==> src/rtl/mem_wb_stage_pkg.sv <==
// mem_wb_stage_pkg
//   Shared constants for the MEM/WB stage: datapath and register-address
//   widths, plus the load-type encodings carried on M_LOAD_TYPE.
package mem_wb_stage_pkg;

  localparam int DATA_W = 32;
  localparam int REG_AW = 5;

  localparam logic [2:0] LT_LW  = 3'b000;
  localparam logic [2:0] LT_LB  = 3'b001;
  localparam logic [2:0] LT_LBU = 3'b010;
  localparam logic [2:0] LT_LH  = 3'b011;
  localparam logic [2:0] LT_LHU = 3'b100;

endpackage

==> src/rtl/mem_wb_stage_load_align.sv <==
// load_align
//   Combinational load-data extraction. Selects the byte/half/word lane
//   addressed by the low address bits (little-endian), sign- or zero-extends
//   it, and flags accesses that are not naturally aligned.
//   Ports:
//     load_type  in  3       load encoding (unknown codes behave as LW)
//     addr       in  2       byte offset within the word
//     read_data  in  DATA_W  aligned word from data memory
//     data       out DATA_W  extended load result
//     misalign   out 1       access not naturally aligned
module load_align
  import mem_wb_stage_pkg::*;
(
  input  logic [2:0]        load_type,
  input  logic [1:0]        addr,
  input  logic [DATA_W-1:0] read_data,
  output logic [DATA_W-1:0] data,
  output logic              misalign
);

  logic [7:0]  byte_s;
  logic [15:0] half_s;

  // Lane selection for byte and halfword accesses
  always_comb begin
    byte_s = 8'h00;
    case (addr)
      2'd0:    byte_s = read_data[7:0];
      2'd1:    byte_s = read_data[15:8];
      2'd2:    byte_s = read_data[23:16];
      2'd3:    byte_s = read_data[31:24];
      default: byte_s = read_data[7:0];
    endcase
    if (addr[1]) begin
      half_s = read_data[31:16];
    end else begin
      half_s = read_data[15:0];
    end
  end

  // Extension and alignment check per load type
  always_comb begin
    data     = read_data;
    misalign = 1'b0;
    case (load_type)
      LT_LB: begin
        data     = {{24{byte_s[7]}}, byte_s};
        misalign = 1'b0;
      end
      LT_LBU: begin
        data     = {24'h000000, byte_s};
        misalign = 1'b0;
      end
      LT_LH: begin
        data     = {{16{half_s[15]}}, half_s};
        misalign = addr[0];
      end
      LT_LHU: begin
        data     = {16'h0000, half_s};
        misalign = addr[0];
      end
      default: begin
        data     = read_data;
        misalign = (addr != 2'b00);
      end
    endcase
  end

endmodule

==> src/rtl/mem_wb_stage.sv <==
// mem_wb_stage
//   MEM/WB pipeline register and writeback for the 5-stage MIPS pipeline.
//   Load data is aligned/extended ahead of the flop so WD3 comes straight
//   from a register. The write enable is also precomputed at capture time,
//   so A3/WD3/WE3 are all register outputs. ID-stage operands are bypassed
//   from the pending writeback because the register file writes on the edge
//   and reads combinationally.
//   Ports:
//     CLK, RESET          clock, async active-low reset
//     STALL, FLUSH        hold / bubble control (FLUSH wins)
//     M_*                 MEM-stage instruction fields
//     A1_ID, A2_ID        ID-stage read addresses
//     RD1_RF, RD2_RF      register-file read data
//     A3, WD3, WE3        register-file write port
//     W_VALID, W_MISALIGN WB status
//     RD1_BYP, RD2_BYP    bypassed operands
//     RETIRED             retired-instruction count (wraps)
module mem_wb_stage
  import mem_wb_stage_pkg::*;
#(
  parameter int CNT_W = 32
) (
  input  logic              CLK,
  input  logic              RESET,
  input  logic              STALL,
  input  logic              FLUSH,
  input  logic              M_VALID,
  input  logic              M_REG_WRITE,
  input  logic              M_MEM_TO_REG,
  input  logic [2:0]        M_LOAD_TYPE,
  input  logic [REG_AW-1:0] M_WRITE_REG,
  input  logic [DATA_W-1:0] M_ALU_OUT,
  input  logic [DATA_W-1:0] M_READ_DATA,
  input  logic [REG_AW-1:0] A1_ID,
  input  logic [REG_AW-1:0] A2_ID,
  input  logic [DATA_W-1:0] RD1_RF,
  input  logic [DATA_W-1:0] RD2_RF,
  output logic [REG_AW-1:0] A3,
  output logic [DATA_W-1:0] WD3,
  output logic              WE3,
  output logic              W_VALID,
  output logic              W_MISALIGN,
  output logic [DATA_W-1:0] RD1_BYP,
  output logic [DATA_W-1:0] RD2_BYP,
  output logic [CNT_W-1:0]  RETIRED
);

  logic [DATA_W-1:0] ld_data_s;
  logic              ld_mis_s;
  logic [DATA_W-1:0] cap_data_s;
  logic              cap_mis_s;
  logic              cap_we_s;
  logic              capture_s;

  logic [REG_AW-1:0] a3_r;
  logic [DATA_W-1:0] wd3_r;
  logic              we3_r;
  logic              w_valid_r;
  logic              w_misalign_r;
  logic [CNT_W-1:0]  retired_r;

  load_align u_load_align (
    .load_type (M_LOAD_TYPE),
    .addr      (M_ALU_OUT[1:0]),
    .read_data (M_READ_DATA),
    .data      (ld_data_s),
    .misalign  (ld_mis_s)
  );

  // Next-state values for the WB register
  always_comb begin
    if (M_MEM_TO_REG) begin
      cap_data_s = ld_data_s;
    end else begin
      cap_data_s = M_ALU_OUT;
    end
    cap_mis_s = M_VALID & M_MEM_TO_REG & ld_mis_s;
    // r0 is hard-wired zero, so a write to it is suppressed here and the
    // bypass can never forward it.
    cap_we_s  = M_VALID & M_REG_WRITE & ~cap_mis_s &
                (M_WRITE_REG != {REG_AW{1'b0}});
    capture_s = ~FLUSH & ~STALL;
  end

  // MEM/WB pipeline register: FLUSH > STALL > capture
  always_ff @(posedge CLK or negedge RESET) begin
    if (!RESET) begin
      a3_r         <= {REG_AW{1'b0}};
      wd3_r        <= {DATA_W{1'b0}};
      we3_r        <= 1'b0;
      w_valid_r    <= 1'b0;
      w_misalign_r <= 1'b0;
    end else if (FLUSH) begin
      we3_r        <= 1'b0;
      w_valid_r    <= 1'b0;
      w_misalign_r <= 1'b0;
    end else if (!STALL) begin
      a3_r         <= M_WRITE_REG;
      wd3_r        <= cap_data_s;
      we3_r        <= cap_we_s;
      w_valid_r    <= M_VALID;
      w_misalign_r <= cap_mis_s;
    end
  end

  // Retire counter: counts captured valid, well-aligned instructions
  always_ff @(posedge CLK or negedge RESET) begin
    if (!RESET) begin
      retired_r <= {CNT_W{1'b0}};
    end else if (capture_s && M_VALID && !cap_mis_s) begin
      retired_r <= retired_r + {{(CNT_W-1){1'b0}}, 1'b1};
    end
  end

  // Write-to-read bypass for the ID-stage operands
  always_comb begin
    if (we3_r && (A1_ID == a3_r)) begin
      RD1_BYP = wd3_r;
    end else begin
      RD1_BYP = RD1_RF;
    end
    if (we3_r && (A2_ID == a3_r)) begin
      RD2_BYP = wd3_r;
    end else begin
      RD2_BYP = RD2_RF;
    end
  end

  assign A3         = a3_r;
  assign WD3        = wd3_r;
  assign WE3        = we3_r;
  assign W_VALID    = w_valid_r;
  assign W_MISALIGN = w_misalign_r;
  assign RETIRED    = retired_r;

endmodule

==> config.mk <==
export PLATFORM = sky130hd
export DESIGN_NAME = mem_wb_stage
export DESIGN_NICKNAME = d
export VERILOG_FILES = /design/src/rtl/mem_wb_stage_pkg.sv /design/src/rtl/mem_wb_stage_load_align.sv /design/src/rtl/mem_wb_stage.sv
export SDC_FILE = /design/constraint.sdc
export NUM_CORES = 1
export LEC_CHECK = 0
export CAP_MARGIN = 20
export CORE_ASPECT_RATIO = 2
export CORE_MARGIN = 2
export CORE_UTILIZATION = 36
export DETAILED_ROUTE_END_ITERATION = 12
export GPL_TIMING_DRIVEN = 0
export MAX_ROUTING_LAYER = met4
export PLACE_DENSITY = 0.8
export REMOVE_ABC_BUFFERS = 1
export SLEW_MARGIN = 15
export SYNTH_ARGS = -nofsm -noshare
export SYNTH_HDL_FRONTEND = slang
export SYNTH_SLANG_ARGS = --single-unit
==> constraint.sdc <==
create_clock -name CLK -period 2.4 [get_ports CLK]
set_clock_uncertainty 0.05 [all_clocks]
set_input_delay 0.48 -clock CLK [delete_from_list [all_inputs] [get_ports CLK]]
set_output_delay 0.48 -clock CLK [all_outputs]
set_load 0.02 [all_outputs]
# After elaboration in Yosys (flattened, before gate mapping)
# Cells that the tools add are included.
# Widths: inputs -> output; s select.
# totals
word_cells,50
register_bits,72
out_inout_bits,136
# op_classes
muxes,13
n_reduce_logical,11
add_sub_neg,1
n_bitwise,9
eq_ne,10
# ops
op,n
$pmux 32 s4,1
$mux 32,3
$add 32x1->32 const B,1
$pmux 8 s4,1
$mux 16,1
$eq 5x5->1,2
$and 1x1->1,6
$eq 3x2->1 const B,2
$mux 1,6
$reduce_bool 5->1,1
$eq 2x2->1 const B,2
$logic_and 1x1->1,4
$reduce_or 2->1,2
$eq 3x1->1 const B,1
$eq 3x3->1 const B,1
$not 1->1,3
$eq 2x1->1 const B,1
$logic_not 2->1,1
$ne 2x1->1 const B,1
$pmux 1 s2,1
$reduce_and 2->1,1
$reduce_bool 2->1,1
$logic_not 1->1,1

# Depth between registers and ports, before layout
# depth
ltp_word,9
mapped_depth,7
mapped_depth_nobuf,6

# Cells and area by module
# A second synthesis with hierarchy kept.
# hier_totals
hier_cells,505
hier_area_um2,5052.3
# modules_own_cells
module,n_inst,area_each_um2,seq_area_each_um2,cells_each
mem_wb_stage,1,4179.0,1801.7,395
load_align,1,873.3,0.0,110

# Least setup slack after synthesis
# OpenSTA, ideal clock, no wires.
# synth_path
path_type,reg-to-output
startpoint,register a3_r[2] (netlist: A3[2])
endpoint,output port RD2_BYP[5]
t_arrival_ns,1.846
setup_slack_ns,0.024
path_stages_with_launch,7
t_required_ns,1.870
n_path_buf,2
cell_sequence,dfrtp_1 xor2_1 nor4_1 and3_1 clkbuf_1 buf_4 mux2_1
# synth_via
elab_chain_cells,3
# synth_rtl
item,line_no,text
"start, declared",mem_wb_stage.sv:55,logic [REG_AW-1:0] a3_r;
"start signal, assigned",mem_wb_stage.sv:88,a3_r <= {REG_AW{1'b0}};
$eq 5x5->1,mem_wb_stage.sv:122,if (we3_r && (A2_ID == a3_r)) begin
$logic_and 1x1->1,mem_wb_stage.sv:122,
$mux 32,mem_wb_stage.sv:122,
"end, declared",mem_wb_stage.sv:44,"output logic [DATA_W-1:0] RD2_BYP,"
# Every way passes these cells.

# Worst setup path after layout
# layout_path
startpoint,register a3_r[1] (netlist: A3[1])
endpoint,output port RD2_BYP[5]
# The elaborated chain is that of the path after synthesis.

==> reports/metrics.csv <==
metric,value,unit
period utilization,121,%
post-route ant nets,0,
largest net degree at the start of global routing,45,
Critical Path RT,1.87,ns
sinks on the clock net,72,
routability congestion estimate,0.818,
pre-CTS setup slack,-1.11,ns
"Clk Latency, worst-skew pair",0.33,ns
initial DRC count,283,
"most common cell after layout, fill and taps aside",clkdlybuf4s50_1,
largest family of logic cells by synthesized area,simple AND/OR/NAND/NOR gates,
initial antenna violation count,1,
Worst Slack Setup Final,-0.513,ns
Post-Route WL,22.0,mm
unique cell type count in the Yosys netlist,49,
clk root buf,clkbuf_16,
crit path cell chain,xor2_1 -> nor4_2 -> and3_4 -> buf_4 -> buf_6 -> clkbuf_16 -> mux2_4 -> buf_6,
share of layout cells above drive strength 1,26.0,%
multi-input combinational cell area,3180,sq um
TritonCTS clock tree,done,
Synth area leader,dfrtp_1,
Fmax achieved,0.343,GHz
wire per inst,22.1,um
post-synthesis cell count,531,
most frequent cells in the layout,"209 x clkdlybuf4s50_1, 71 x buf_6, 69 x dfrtp_1, 64 x nand2_1, 63 x mux2_4",
CP Launch Type,flop,
Rows,60,
r2r setup slk,0.18,ns
dpl cell area,7910,sq um
worst hold margin,0.0283,ns
I/O pins,289,
unrepaired setup endpoints after global routing,yes,
leakage power,3.85,nW
PD cells,506,nW/um^2
final hold vios,0,
sequential fraction of the synthesis area,36.8,%
CP max-delay cell,dfrtp_1,
Syn Area/Cell,9.21,sq um
fill count,1014,
Final Instance Area,9030,sq um
drt pass-1 iters,5,
Area Overhead vs Synth,84.7,%
Max rail drop VDD,494,uV
Area contributors post-synth,"dfrtp_1 37%, mux2_2 14%, nand2_1 4.9%",
failing checks,negative setup slack,
Max Root-Sink Buffers,2,
Worst Setup End Kind,primary output,
Synth Area in Simple Gates,19.1,%
count of buffers from port buffering,288,
CP max FO,6,
Pins Over Slew Limit,0,
"Min Clock Period, post-route",2.91,ns
CP max stage delay,0.44,ns
Crit Path Category,reg2out,
Max transition margin,46.7,%
Die Area,14600,sq um
Post-synth EDFFs,0,
Core ar.,13400,sq um
routed vias,5579,
DIE WIDTH,86.4,um
Overflow after GRT,0,
most frequent CP cell,buf_6,
total chip power,4.57,mW
post-synthesis cell area,4890,sq um
H-Tree Depth,3,
die height,169,um
Max-Cap Viols,0,
fin nets,988,
Final Setup Violations,64,
hold buffers post-CTS,0,
post-route insts no fill,995,
via density per instance,5.61,
RR Endpoint,RETIRED[30],
CP Data Arrival Time,2.38,ns
initial cell density of the core,36.6,%
synthesized flop and latch total,72,
status,"complete, but fails checks",
Slew @ Worst Pin,0.800,ns
Worst R2R Path Depth,6,
vias in the first global route,5663,
GR Util All Layers,29.1,%
dpl cells,945,
adder-cell area share of the yosys netlist,0.256,%
first-pass GRT wire length,31.5,mm
Compound-Gate Fraction of Synth Area,16.1,%
area share of xor/xnor cells in the synthesized design,7.70,%
"Reg clk slew, reported paths",0.07,ns
ys async rst share,100,%
FF-to-FF Start,RETIRED[0],
DP HPWL,14.4,mm
FF/Latch Area,1810,sq um
prevailing post-synth register cell,dfrtp_1,
Hold/Removal Path Class,in2async,
YS warnings,0,
CTS Buf Count,9,
# DRC,0,
Synth top area share,36.8,%
multiplexer share of the synthesized area,15.2,%
==> critical path, delay by kind of cell (launching register included) <==
kind	cells	cell delay, ns
mux	1	0.31
flops	1	0.44
buf+inv	4	0.53
xor+xnor	1	0.17
simple gates	2	0.59
==> metal layers <==
layer / global-route usage, % / wire length [um] / share of wire (%) / vias to the layer above
met1: 30.7 / 7580 / 34 / 2711
met2: 50.9 / 12100 / 55 / 289
met4: 15.4 / 916 / 4.2 / 0
li1: - / - / - / 2518
met3: 4.92 / 1420 / 6.5 / 61
met5: - / 0 / 0 / -
==> cells in the mapped netlist, types with 4 or more instances <==
library cell  instances
a221oi_1              7
nand2_1              64
o21ai_0              45
nor3_2                6
mux2_1                4
and3_1               10
buf_4                 8
a32oi_1               9
or3_1                32
dfrtp_1              72
and2_1                4
o22ai_1               8
nor3_1                8
xnor2_1              16
inv_1                15
mux2_2               60
xor2_1               27
a21oi_1              45
clkbuf_1             19
nand4_1              10
buf_2                 5
nor2_1               18
nand3_1               9
==> cell type report <==
type                       instances  share of cell area [%]
antenna                            1                  0.0277
clock inverter                     6                   0.997
multi-input combinational        411                    35.2
timing repair buffer             325                    38.5
tap                              155                    2.15
sequential                        72                    20.0
clock buffer                      10                    2.53
inverter                          15                   0.623
==> power by group <==
group	internal [mW]	switching [mW]	leakage, nW
sequential	1.35	0.184	0.872
combinational	0.811	0.745	2.83
clock	0.918	0.564	0.153
==> registers in the layout, indices dropped and copies added, names as in the netlist <==
register    count
WE3             1
A3              5
W_VALID         1
W_MISALIGN      1
RETIRED        32
WD3            32
==> worst max-delay path by stage <==
stage / from / to / slack, ns / cells past startpoint
3_3_place_gp: STALL / WD3[11] / -2.73 / 5
4_1_cts: A3[3] / RD2_BYP[7] / -0.55 / 8
3_5_place_dp: M_ALU_OUT[1] / WD3[31] / -1.11 / 6
6_report: A3[1] / RD2_BYP[5] / -0.51 / 8
2_1_floorplan: A3[2] / RD2_BYP[5] / -0.37 / 4
5_1_grt: A3[1] / RD2_BYP[24] / -0.58 / 8
==> kinds of logic after synthesis <==
| kind of cell | count (synthesis) |
|---|---|
| and+or+nand+nor | 175 |
| AOI/OAI and AO/OA | 126 |
| DFF | 72 |
| muxes | 65 |
| buffers and inverters | 49 |
| xor gates and xnor gates | 43 |
| adders and majority gates | 1 |
==> through the flow <==
| stage | setup TNS [ns] | util, % |
|---|---|---|
| floorplan | -28.80 | - |
| global placement | -393.43 | 58.3 |
| detailed placement | -112.96 | 59.2 |
| CTS | -25.26 | 64.5 |
| global route | -27.41 | 67.6 |
| finish | -22.71 | 67.6 |
==> timing repair <==
item | 4_1_cts | 5_1_grt
endpoints found under the setup margin | 129 | 99
resized for setup | 355 | 147
setup buffers | 27 | 5
pin swaps | 7 | 6
cloned | 6 | 1
(Power assumes the default switching activity.)
